$ cat src/rtl/beer_pkg.sv
// Shared constants for the beer tap scheduler: state encodings, glass level codes, pour result codes.
package beer_pkg;

  localparam logic [2:0] IDLE  = 3'd0;
  localparam logic [2:0] GRANT = 3'd1;
  localparam logic [2:0] FOAM  = 3'd2;
  localparam logic [2:0] POUR  = 3'd3;
  localparam logic [2:0] DONE  = 3'd4;

  localparam logic [1:0] LVL_NONE = 2'd0;
  localparam logic [1:0] LVL_PART = 2'd1;
  localparam logic [1:0] LVL_FULL = 2'd2;
  localparam logic [1:0] LVL_OVER = 2'd3;

  localparam logic [1:0] ST_OK      = 2'd0;
  localparam logic [1:0] ST_ABORT   = 2'd1;
  localparam logic [1:0] ST_OVER    = 2'd2;
  localparam logic [1:0] ST_TIMEOUT = 2'd3;

  function automatic int max_int(input int a, input int b);
    return (a > b) ? a : b;
  endfunction

endpackage

$ cat src/rtl/beer_tap_scheduler_if.sv
// Station/tap side signal bundle of the beer tap scheduler.
interface beer_tap_scheduler_if #(
  parameter int N_REQ = 4
);
  logic [N_REQ-1:0] req;
  logic [1:0]       beer_level;
  logic [N_REQ-1:0] grant;
  logic             draft;
  logic             valve;
  logic             busy;
  logic             done;
  logic [1:0]       status;
  logic [2:0]       state_display;

  modport master (
    output req, beer_level,
    input  grant, draft, valve, busy, done, status, state_display
  );

  modport slave (
    input  req, beer_level,
    output grant, draft, valve, busy, done, status, state_display
  );
endinterface

$ cat src/rtl/rr_picker.sv
// Combinational round-robin picker: first set request at or above ptr, wrapping at N_REQ.
module rr_picker #(
  parameter  int N_REQ = 4,
  localparam int PTR_W = $clog2(N_REQ)
) (
  input  logic [N_REQ-1:0] req,
  input  logic [PTR_W-1:0] ptr,
  output logic [PTR_W-1:0] winner,
  output logic             valid
);

  logic [PTR_W:0]   sum;
  logic [PTR_W-1:0] idx;

  always_comb begin
    winner = '0;
    valid  = 1'b0;
    sum    = '0;
    idx    = '0;
    for (int k = 0; k < N_REQ; k++) begin
      sum = {1'b0, ptr} + (PTR_W+1)'(k);
      if (sum >= (PTR_W+1)'(N_REQ)) begin
        sum = sum - (PTR_W+1)'(N_REQ);
      end
      idx = sum[PTR_W-1:0];
      if (!valid && req[idx]) begin
        valid  = 1'b1;
        winner = idx;
      end
    end
  end

endmodule

$ cat src/rtl/beer_tap_scheduler.sv
// Shares one beer tap between N_REQ stations and sequences each pour.
// Optional POUR watchdog enabled by defining POUR_TIMEOUT_EN.
//
// state | meaning
// IDLE  | no pour; arbitrate among active requests
// GRANT | tap owned, waiting for a glass
// FOAM  | draft on, valve closed, for FOAM_CYCLES cycles
// POUR  | draft and valve on until full, overflow, drop or watchdog
// DONE  | one-cycle completion pulse, advance round-robin pointer
module beer_tap_scheduler
  import beer_pkg::*;
#(
  parameter int N_REQ           = 4,
  parameter int FOAM_CYCLES     = 8,
  parameter int POUR_MAX_CYCLES = 255
) (
  input  logic          clk,
  input  logic          reset,
  beer_tap_scheduler_if.slave bus
);

  localparam int PTR_W = $clog2(N_REQ);
  localparam int CNT_W = $clog2(max_int(FOAM_CYCLES, POUR_MAX_CYCLES) + 1);
  localparam logic [CNT_W-1:0] FOAM_LAST = CNT_W'(FOAM_CYCLES - 1);
`ifdef POUR_TIMEOUT_EN
  localparam logic [CNT_W-1:0] POUR_LAST = CNT_W'(POUR_MAX_CYCLES - 1);
`endif

  logic [2:0]       state_q,  state_d;
  logic [PTR_W-1:0] winner_q, winner_d;
  logic [PTR_W-1:0] ptr_q,    ptr_d;
  logic [CNT_W-1:0] cnt_q,    cnt_d;
  logic [N_REQ-1:0] grant_q,  grant_d;
  logic             draft_q,  draft_d;
  logic             valve_q,  valve_d;
  logic             busy_q,   busy_d;
  logic             done_q,   done_d;
  logic [1:0]       status_q, status_d;

  logic [PTR_W-1:0] pick_idx;
  logic             pick_vld;
  logic             owner_req;
  logic [CNT_W-1:0] cnt_inc;
  logic [1:0]       fin_status;

  rr_picker #(.N_REQ(N_REQ)) u_picker (
    .req    (bus.req),
    .ptr    (ptr_q),
    .winner (pick_idx),
    .valid  (pick_vld)
  );

  assign owner_req = bus.req[winner_q];
  assign cnt_inc   = (cnt_q == '1) ? cnt_q : cnt_q + CNT_W'(1);

  always_comb begin
    state_d    = state_q;
    winner_d   = winner_q;
    ptr_d      = ptr_q;
    cnt_d      = cnt_q;
    fin_status = ST_OK;

    case (state_q)
      IDLE: begin
        if (pick_vld) begin
          winner_d = pick_idx;
          state_d  = GRANT;
        end
      end
      GRANT: begin
        if (!owner_req) begin
          state_d    = DONE;
          fin_status = ST_ABORT;
        end else if (bus.beer_level == LVL_OVER) begin
          state_d    = DONE;
          fin_status = ST_OVER;
        end else if (bus.beer_level != LVL_NONE) begin
          state_d = FOAM;
          cnt_d   = '0;
        end
      end
      FOAM: begin
        if (bus.beer_level == LVL_OVER) begin
          state_d    = DONE;
          fin_status = ST_OVER;
        end else if (!owner_req) begin
          state_d    = DONE;
          fin_status = ST_ABORT;
        end else if (cnt_q == FOAM_LAST) begin
          state_d = POUR;
          cnt_d   = '0;
        end else begin
          cnt_d = cnt_inc;
        end
      end
      POUR: begin
        // Full beats a same-cycle request drop: the glass is already poured.
        if (bus.beer_level == LVL_OVER) begin
          state_d    = DONE;
          fin_status = ST_OVER;
        end else if (bus.beer_level == LVL_FULL) begin
          state_d    = DONE;
          fin_status = ST_OK;
        end else if (!owner_req) begin
          state_d    = DONE;
          fin_status = ST_ABORT;
`ifdef POUR_TIMEOUT_EN
        end else if (cnt_q == POUR_LAST) begin
          state_d    = DONE;
          fin_status = ST_TIMEOUT;
        end else begin
          cnt_d = cnt_inc;
`endif
        end
      end
      DONE: begin
        state_d = IDLE;
        cnt_d   = '0;
        ptr_d   = (winner_q == PTR_W'(N_REQ - 1)) ? '0 : winner_q + PTR_W'(1);
      end
      default: begin
        state_d = IDLE;
        cnt_d   = '0;
      end
    endcase

    // Outputs are registered from the next state so they line up with state_display.
    draft_d  = (state_d == FOAM) || (state_d == POUR);
    valve_d  = (state_d == POUR);
    busy_d   = (state_d != IDLE);
    done_d   = (state_d == DONE);
    status_d = (state_d == DONE) ? fin_status : ST_OK;
    grant_d  = ((state_d == GRANT) || (state_d == FOAM) || (state_d == POUR))
               ? (N_REQ'(1) << winner_d) : '0;
  end

  always_ff @(posedge clk or negedge reset) begin
    if (!reset) begin
      state_q  <= IDLE;
      winner_q <= '0;
      ptr_q    <= '0;
      cnt_q    <= '0;
      grant_q  <= '0;
      draft_q  <= 1'b0;
      valve_q  <= 1'b0;
      busy_q   <= 1'b0;
      done_q   <= 1'b0;
      status_q <= ST_OK;
    end else begin
      state_q  <= state_d;
      winner_q <= winner_d;
      ptr_q    <= ptr_d;
      cnt_q    <= cnt_d;
      grant_q  <= grant_d;
      draft_q  <= draft_d;
      valve_q  <= valve_d;
      busy_q   <= busy_d;
      done_q   <= done_d;
      status_q <= status_d;
    end
  end

  assign bus.grant         = grant_q;
  assign bus.draft         = draft_q;
  assign bus.valve         = valve_q;
  assign bus.busy          = busy_q;
  assign bus.done          = done_q;
  assign bus.status        = status_q;
  assign bus.state_display = state_q;

endmodule

$ cat src/flat_wrapper.sv
// flat-port wrapper written by rule: the top's interface ports become plain ports
module beer_tap_scheduler_flat import beer_pkg::*;
#(
  parameter int N_REQ           = 4,
  parameter int FOAM_CYCLES     = 8,
  parameter int POUR_MAX_CYCLES = 255
)
  (clk, reset, bus_req, bus_beer_level, bus_grant, bus_draft, bus_valve, bus_busy, bus_done, bus_status, bus_state_display);
  beer_tap_scheduler_if #(.N_REQ(N_REQ)) bus_i ();
  input  logic clk;
  input  logic reset;
  input wire logic [$bits(bus_i.req)-1:0] bus_req;
  input wire logic [$bits(bus_i.beer_level)-1:0] bus_beer_level;
  output wire logic [$bits(bus_i.grant)-1:0] bus_grant;
  output wire logic [$bits(bus_i.draft)-1:0] bus_draft;
  output wire logic [$bits(bus_i.valve)-1:0] bus_valve;
  output wire logic [$bits(bus_i.busy)-1:0] bus_busy;
  output wire logic [$bits(bus_i.done)-1:0] bus_done;
  output wire logic [$bits(bus_i.status)-1:0] bus_status;
  output wire logic [$bits(bus_i.state_display)-1:0] bus_state_display;
  assign bus_i.req = bus_req;
  assign bus_i.beer_level = bus_beer_level;
  assign bus_grant = bus_i.grant;
  assign bus_draft = bus_i.draft;
  assign bus_valve = bus_i.valve;
  assign bus_busy = bus_i.busy;
  assign bus_done = bus_i.done;
  assign bus_status = bus_i.status;
  assign bus_state_display = bus_i.state_display;
  beer_tap_scheduler #(.N_REQ(N_REQ), .FOAM_CYCLES(FOAM_CYCLES), .POUR_MAX_CYCLES(POUR_MAX_CYCLES)) u_core (.clk(clk), .reset(reset), .bus(bus_i));
endmodule
$ cat config.mk
export PLATFORM = sky130hd
export DESIGN_NAME = beer_tap_scheduler_flat
export DESIGN_NICKNAME = d
export VERILOG_FILES = /design/src/rtl/beer_pkg.sv /design/src/rtl/beer_tap_scheduler_if.sv /design/src/rtl/rr_picker.sv /design/src/rtl/beer_tap_scheduler.sv /design/src/flat_wrapper.sv
export SDC_FILE = /design/constraint.sdc
export NUM_CORES = 1
export LEC_CHECK = 0
export CAP_MARGIN = 20
export CORE_UTILIZATION = 60
export CTS_BUF_LIST = sky130_fd_sc_hd__clkbuf_8
export CTS_CLUSTER_SIZE = 25
export DETAILED_ROUTE_END_ITERATION = 10
export DONT_BUFFER_PORTS = 1
export PLACE_DENSITY = 0.81
export SLEW_MARGIN = 5
export SYNTH_ARGS = -nofsm -noshare
export SYNTH_HDL_FRONTEND = slang
export SYNTH_SLANG_ARGS = --single-unit
$ cat constraint.sdc
create_clock -name clk -period 2.01 [get_ports clk]
set_input_delay 0.201 -clock clk [delete_from_list [all_inputs] [get_ports clk]]
set_output_delay 0.201 -clock clk [all_outputs]
set_load 0.02 [all_outputs]
==> results of run 1 <==
final cells by class:
| class | instances | share of cell area [%] |
|---|---|---|
| Clock buffer | 3 | 2.679 |
| Clock inverter | 1 | 0.3247 |
| Inverter | 6 | 1.461 |
| Multi-Input combinational cell | 97 | 44.97 |
| Sequential cell | 25 | 40.58 |
| Tap cell | 27 | 2.192 |
| Timing Repair Buffer | 14 | 7.792 |
cell families after synthesis:
group / Yosys count / synth area share [%]
AO/OA/AOI/OAI: 48 / 25.54
adder cells (fa/ha/maj): 2 / 1.885
buffers and inverters: 12 / 3.958
flip-flops: 25 / 47.13
multiplexers: 3 / 3.299
AND/OR/NAND/NOR: 44 / 18.19
per-layer routing:
layer	wire length (um)	GRT usage (%)	vias to the layer above
met3	185	4.361	4
li1	-	-	530
met5	0	0	-
met4	37	9.314	0
met2	1709	46.76	64
met1	1253	33.40	592
final timing paths:
| kind | start | endpoint |
|---|---|---|
| max in group asynchronous | reset | u_core.winner_q[0] |
| max reg2reg | u_core.cnt_q[0] | u_core.cnt_q[7] |
| max | u_core.cnt_q[0] | u_core.cnt_q[7] |
| min | bus_beer_level[1] | u_core.bus.draft |
| min reg2reg | u_core.cnt_q[2] | u_core.cnt_q[2] |
| min in group asynchronous | reset | u_core.cnt_q[6] |
cells in the final DEF, fill, tap and decap left out, types with 2 or more instances in the layout:
cell       n
dfrtp_1   25
nand3_1    2
nand2b_1   5
o31ai_2    3
o21a_1     2
and3_1     2
a31oi_1    2
nor3b_2    2
o41ai_1    2
a21oi_1    7
a31o_2     2
nor2_1     4
clkbuf_8   3
o21ai_0   11
nor3_1     4
nand2_1   13
inv_1      6
and2_1     2
a21o_1     2
buf_4     12
a211oi_1   5
o31ai_1    4
power groups by stage:
stage	clock, W	combinational (W)	sequential (W)
2_1_floorplan	0	0.000628	0.000843
3_3_place_gp	0	0.000825	0.000854
3_5_place_dp	0	0.000857	0.000865
4_1_cts	0.000297	0.000878	0.000854
5_1_grt	0.000320	0.00103	0.000880
6_report	0.000304	0.000945	0.000861
flip-flops by register name, summed over array words and instances (netlist names), 2 cells and up:
signal	count
u_core.bus.grant	4
u_core.bus.state_display	3
u_core.bus.status	2
u_core.cnt_q	8
u_core.ptr_q	2
u_core.winner_q	2
Yosys cell counts, types with 3 or more instances:
cell | number | area, sq um
dfrtp_1 | 25 | 625.6
nand2_1 | 13 | 48.80
o21ai_0 | 11 | 55.05
a21oi_1 | 7 | 35.03
o31ai_1 | 7 | 52.55
inv_1 | 6 | 22.52
a211oi_1 | 5 | 37.54
clkbuf_1 | 5 | 18.77
nand2b_1 | 5 | 31.28
nor3_1 | 5 | 25.02
nor2_1 | 4 | 15.01
nor3b_1 | 3 | 22.52
metrics by stage:
stage | hold slack, ns | instances | setup slack [ns] | instance area, sq um
6_report | 0.03658 | 173 | 0.03027 | 1541
5_1_grt | 0.02220 | 173 | -0.01405 | 1541
2_1_floorplan | -0.09459 | 134 | 0.1137 | 1328
3_3_place_gp | -0.09403 | 166 | 0.05434 | 1414
4_1_cts | 0.03810 | 172 | 0.01823 | 1490
3_5_place_dp | -0.09400 | 166 | 0.02775 | 1414
worst max-delay path, stage by stage (launching register included):
cell and delay (ns):
dfrtp_1 0.43, ha_2 0.22, and2_1 0.21, and3_1 0.20
or4b_4 0.56, o31ai_2 0.26
what timing repair did:
| item | in CTS | in global routing |
|---|---|---|
| resized for setup | 0 | 8 |
| setup endpoints to repair | 0 | 7 |
| hold buffers | 2 | 0 |
| setup buffers | 0 | 1 |
| endpoints found under the hold margin | 25 | 0 |
==> flow_summary.toml, run 1 <==
[power]
power.switching_w = 0.0009220
ir_drop_mv = 1.022
total_power_w = 0.002110
pwr-share-clk_pct = 14.4
swShare_pct = 43.70
power_frac_seq_pct = 40.8
p_int_w = 0.001188
p_per_area_nw_per_um2 = 1369
p_comb_share_pct = 44.8
leakagePower_nw = 0.6736

[critical_path]
critPathArrivalTime_ns = 2.16
reg2regPathDepth = 5
end_kind = "flop"
critPathKind = "flop to flop"
cp-start-kind = "flop"
path_max_fanout = 5
cp_data_required_time_ns = 2.19
r2r_slack_ns = 0.03

[timing]
setup_violations = 0
finalHoldViolations = 0
tightest_slew_ns = 0.4982
period_minus_slack_ns = 1.980
fmax_mhz = 505.1
slew_viol_final = 0
tns_ns = 0
timing.final.crit_share_pct = 98.49
relSlewSlack_pct = 66.72
skew_ns = 0.003693

[logic_synthesis]
syn_inst = 134
synth_area_sq_um = 1328
ys_ff_latch = 25
syn_area_per_cell_sq_um = 9.907
yosysUniqueCellTypes = 41
ys_seq_area_share_pct = 47.13
synth_edf_count = 0
async_reset_ff_share_pct = 100.0
synth_nets = 144
synth_flop_cell = "dfrtp_1"
yosysWarnings = 0

[floorplanning]
core_sq_um = 2022
io_pins = 21
initial_core_util_pct = 65.66
row_count = 16
dieHeight_um = 49.04
die_x_um = 49.04
die_area_sq_um = 2404

[global_route]
grt_pass1_wl_um = 4933
track_usage_pct = 26.77
antenna_found_initial = 0
grt_start_max_net_pins = 26
grt_pass1_vias = 1109
overflow = 0

[cts]
cts_buffers = 3
clock-sinks = 25
clk_pin_slew_ns = 0.09
clockBufferDepth = 2
htreeDepth = 1
cts_tree = "done"
clkLatencyLatePin_ns = 0.27
clock-root-buffer = "clkbuf_8"

[detailed_routing]
vias = 1190
drtIter0Drc = 34
route.detailed.drc = 0
finalWirelength_um = 3186
dr.pass1.iters = 4
via_per_inst = 6.879
drtAntennaViolNets = 0
wire_per_inst_um = 18.42

[hold_path]
whs_path_depth = 1
hold_class = "input pin to flop"

[cells_and_area]
multi_input_area_sq_um = 693.2
fill_cells = 136
area_growth_pct = 16.12
drive_gt1_share_pct = 21.92
finalNetCount = 157
register_area_sq_um = 625.6
n_antenna_cell = 0
post-route-util_pct = 76.24

[placed_design]
dpl.hpwl_um = 2149
port_buffers = 0
gp_congestion = 0.8842

[outcome]
status = "finished clean"

[flow_run]
cap_violations = 0
Power figures use the tool's default switching activity.
==> run 2: changes to the inputs <==
Settings changed: CTS_BUF_LIST sky130_fd_sc_hd__clkbuf_8 to default, PLACE_DENSITY 0.81 to 0.76.
==> run 2 against run 1 <==
Net effect: routed wire length shrank 4.6%; utilization grew 1.9 points; largest power group unchanged; cell area grew 2.4%; clock power shrank 26%; first-iteration DRC count grew 18%; critical path type unchanged; highest routed layer unchanged; die area is the same; flip-flop and latch count is the same; power shrank 5.0%.
==> flow_summary.toml, run 2 (synthesized netlist as in run 1, its figures left out) <==
[cells_and_area]
final_cell_mix = "24 x dfrtp_1, 13 x nand2_1, 12 x buf_4, 10 x o21ai_0, 7 x a21oi_1"
n_antenna_cell = 0
post-route-util_pct = 78.09
final_common_cell = "dfrtp_1"
largest-register = "u_core.cnt_q"
drive_gt1_share_pct = 23.81
finalNetCount = 158
largest_reg_flops = 8
area_growth_pct = 18.94

[power]
ir_drop_mv = 0.9946
leakagePower_nw = 0.6741
p_per_area_nw_per_um2 = 1270

[detailed_routing]
vias = 1119
route.detailed.drc = 0
wl_met3_um = 119
finalWirelength_um = 3041
drtAntennaViolNets = 0
via_per_inst = 6.431
m1WireLength_um = 1323
topRoutingLayerUsed = "met4"
drtIter0Drc = 40
dr.pass1.iters = 4
wire_per_inst_um = 17.48
met2_length_um = 1583

[critical_path]
path_max_fanout = 5
worst-path-buf-inv = 0
cp_data_required_time_ns = 2.25
r2r_start = "u_core.cnt_q[0]"
end_kind = "flop"
cp_slowest_cell = "or4b_4"
r2r_slack_ns = 0.04
crit_family = "simple AND/OR/NAND/NOR gates"
critPathKind = "flop to flop"
critPathArrivalTime_ns = 2.21
worstPathCellList = "ha_4 > and2_2 > and3_1 > or4b_4 > o31ai_4"
reg2regPathDepth = 5
timing.rr.end = "u_core.cnt_q[7]"
cp_slowest_stage_delay_ns = 0.61
cp-start-kind = "flop"

[timing]
timing.final.crit_share_pct = 97.91
period_minus_slack_ns = 1.968
fmax_mhz = 508.1
finalHoldViolations = 0
skew_ns = 0.003256
relSlewSlack_pct = 66.18
timing.hold.ws_ns = 0.04163
tightest_slew_ns = 0.5043
tns_ns = 0
setup_violations = 0
slew_viol_final = 0

[hold_path]
whs_path_depth = 2
worst_hold_path.endpoint = "u_core.bus.status[1]"
min_from = "bus_beer_level[1]"
hold_class = "input pin to flop"

[outcome]
status = "finished clean"

[floorplanning]
die_area_sq_um = 2404
die_x_um = 49.04
dieHeight_um = 49.04
io_pins = 21
initial_core_util_pct = 65.66
row_count = 16
core_sq_um = 2022

[global_route]
track_usage_pct = 27.16
grt_start_max_net_pins = 26
overflow = 0
grt_pass1_vias = 1057
grt_pass1_wl_um = 4905
antenna_found_initial = 0

[placed_design]
dpl.hpwl_um = 2075
port_buffers = 0
gp_congestion = 0.9280

[cts]
clkLatencyLatePin_ns = 0.32
clock-root-buffer = "clkbuf_4"
htreeDepth = 1
clk_pin_slew_ns = 0.14
clockBufferDepth = 2
clock-sinks = 25
cts_buffers = 3
cts_tree = "done"

[flow_run]
cap_violations = 0
## run 2: cell count changes in the layout (fill, tap and decap cells not counted), moves of 2 or more
cell,delta
nor3b_1,+2
clkbuf_4,+3
o31ai_4,+2
clkbuf_8,-3
nor3b_2,-2
## run 2: how the worst max path moves through the flow
stage / to / cells past startpoint / slack [ns] / start
finish: u_core.cnt_q[7] / 5 / 0.04 / u_core.cnt_q[0]
global route: u_core.cnt_q[6] / 6 / -0.009 / u_core.cnt_q[0]
CTS: u_core.bus.grant[0] / 5 / 0.01 / u_core.cnt_q[3]
detailed placement: u_core.cnt_q[7] / 5 / 0.02 / u_core.cnt_q[0]
global placement: u_core.cnt_q[3] / 5 / 0.03 / u_core.cnt_q[0]
floorplan: u_core.cnt_q[3] / 4 / 0.11 / u_core.bus.state_display[0]
## run 2: area by class of cell
class                      count  area, sq um
multi-input combinational     97        730.7
inverter                       6        22.52
sequential                    25        626.9
timing repair buffer          15        137.6
clock buffer                   3        22.52
tap                           27        33.78
fill                         133        442.9
clock inverter                 1        5.005
## run 2: metrics by stage
step | setup WS (ns) | instances | total power [W] | instance area (sq um)
detailed placement | 0.01936 | 165 | 0.001694 | 1406
floorplan | 0.1137 | 134 | 0.001470 | 1328
finish | 0.04207 | 174 | 0.002005 | 1579
CTS | 0.01210 | 172 | 0.001942 | 1461
global placement | 0.02864 | 165 | 0.001665 | 1406
global route | -0.008937 | 174 | 0.002152 | 1579
## run 2: repair_timing
action                                  in CTS  in global routing
hold buffers                                 2                  0
pin swaps                                    0                  2
setup buffers                                1                  1
endpoints found under the setup margin       1                  9
gates resized for setup                      0                 16
hold endpoints to repair                    27                  0
## run 2: power by group
part / internal [W] / total [W] / leakage, nW / switching (W)
Combinational: 0.000400 / 0.000932 / 0.326 / 0.000532
Sequential: 0.000639 / 0.000847 / 0.330 / 0.000209
Clock: 0.0000745 / 0.000226 / 0.0177 / 0.000152
Total: 0.00111 / 0.00201 / 0.674 / 0.000892
## run 2: per-layer routing
layer	global-route usage (%)	up-vias
met5	0	-
met4	8.824	0
met3	4.673	2
met2	44.21	38
met1	36.91	541
li1	-	538
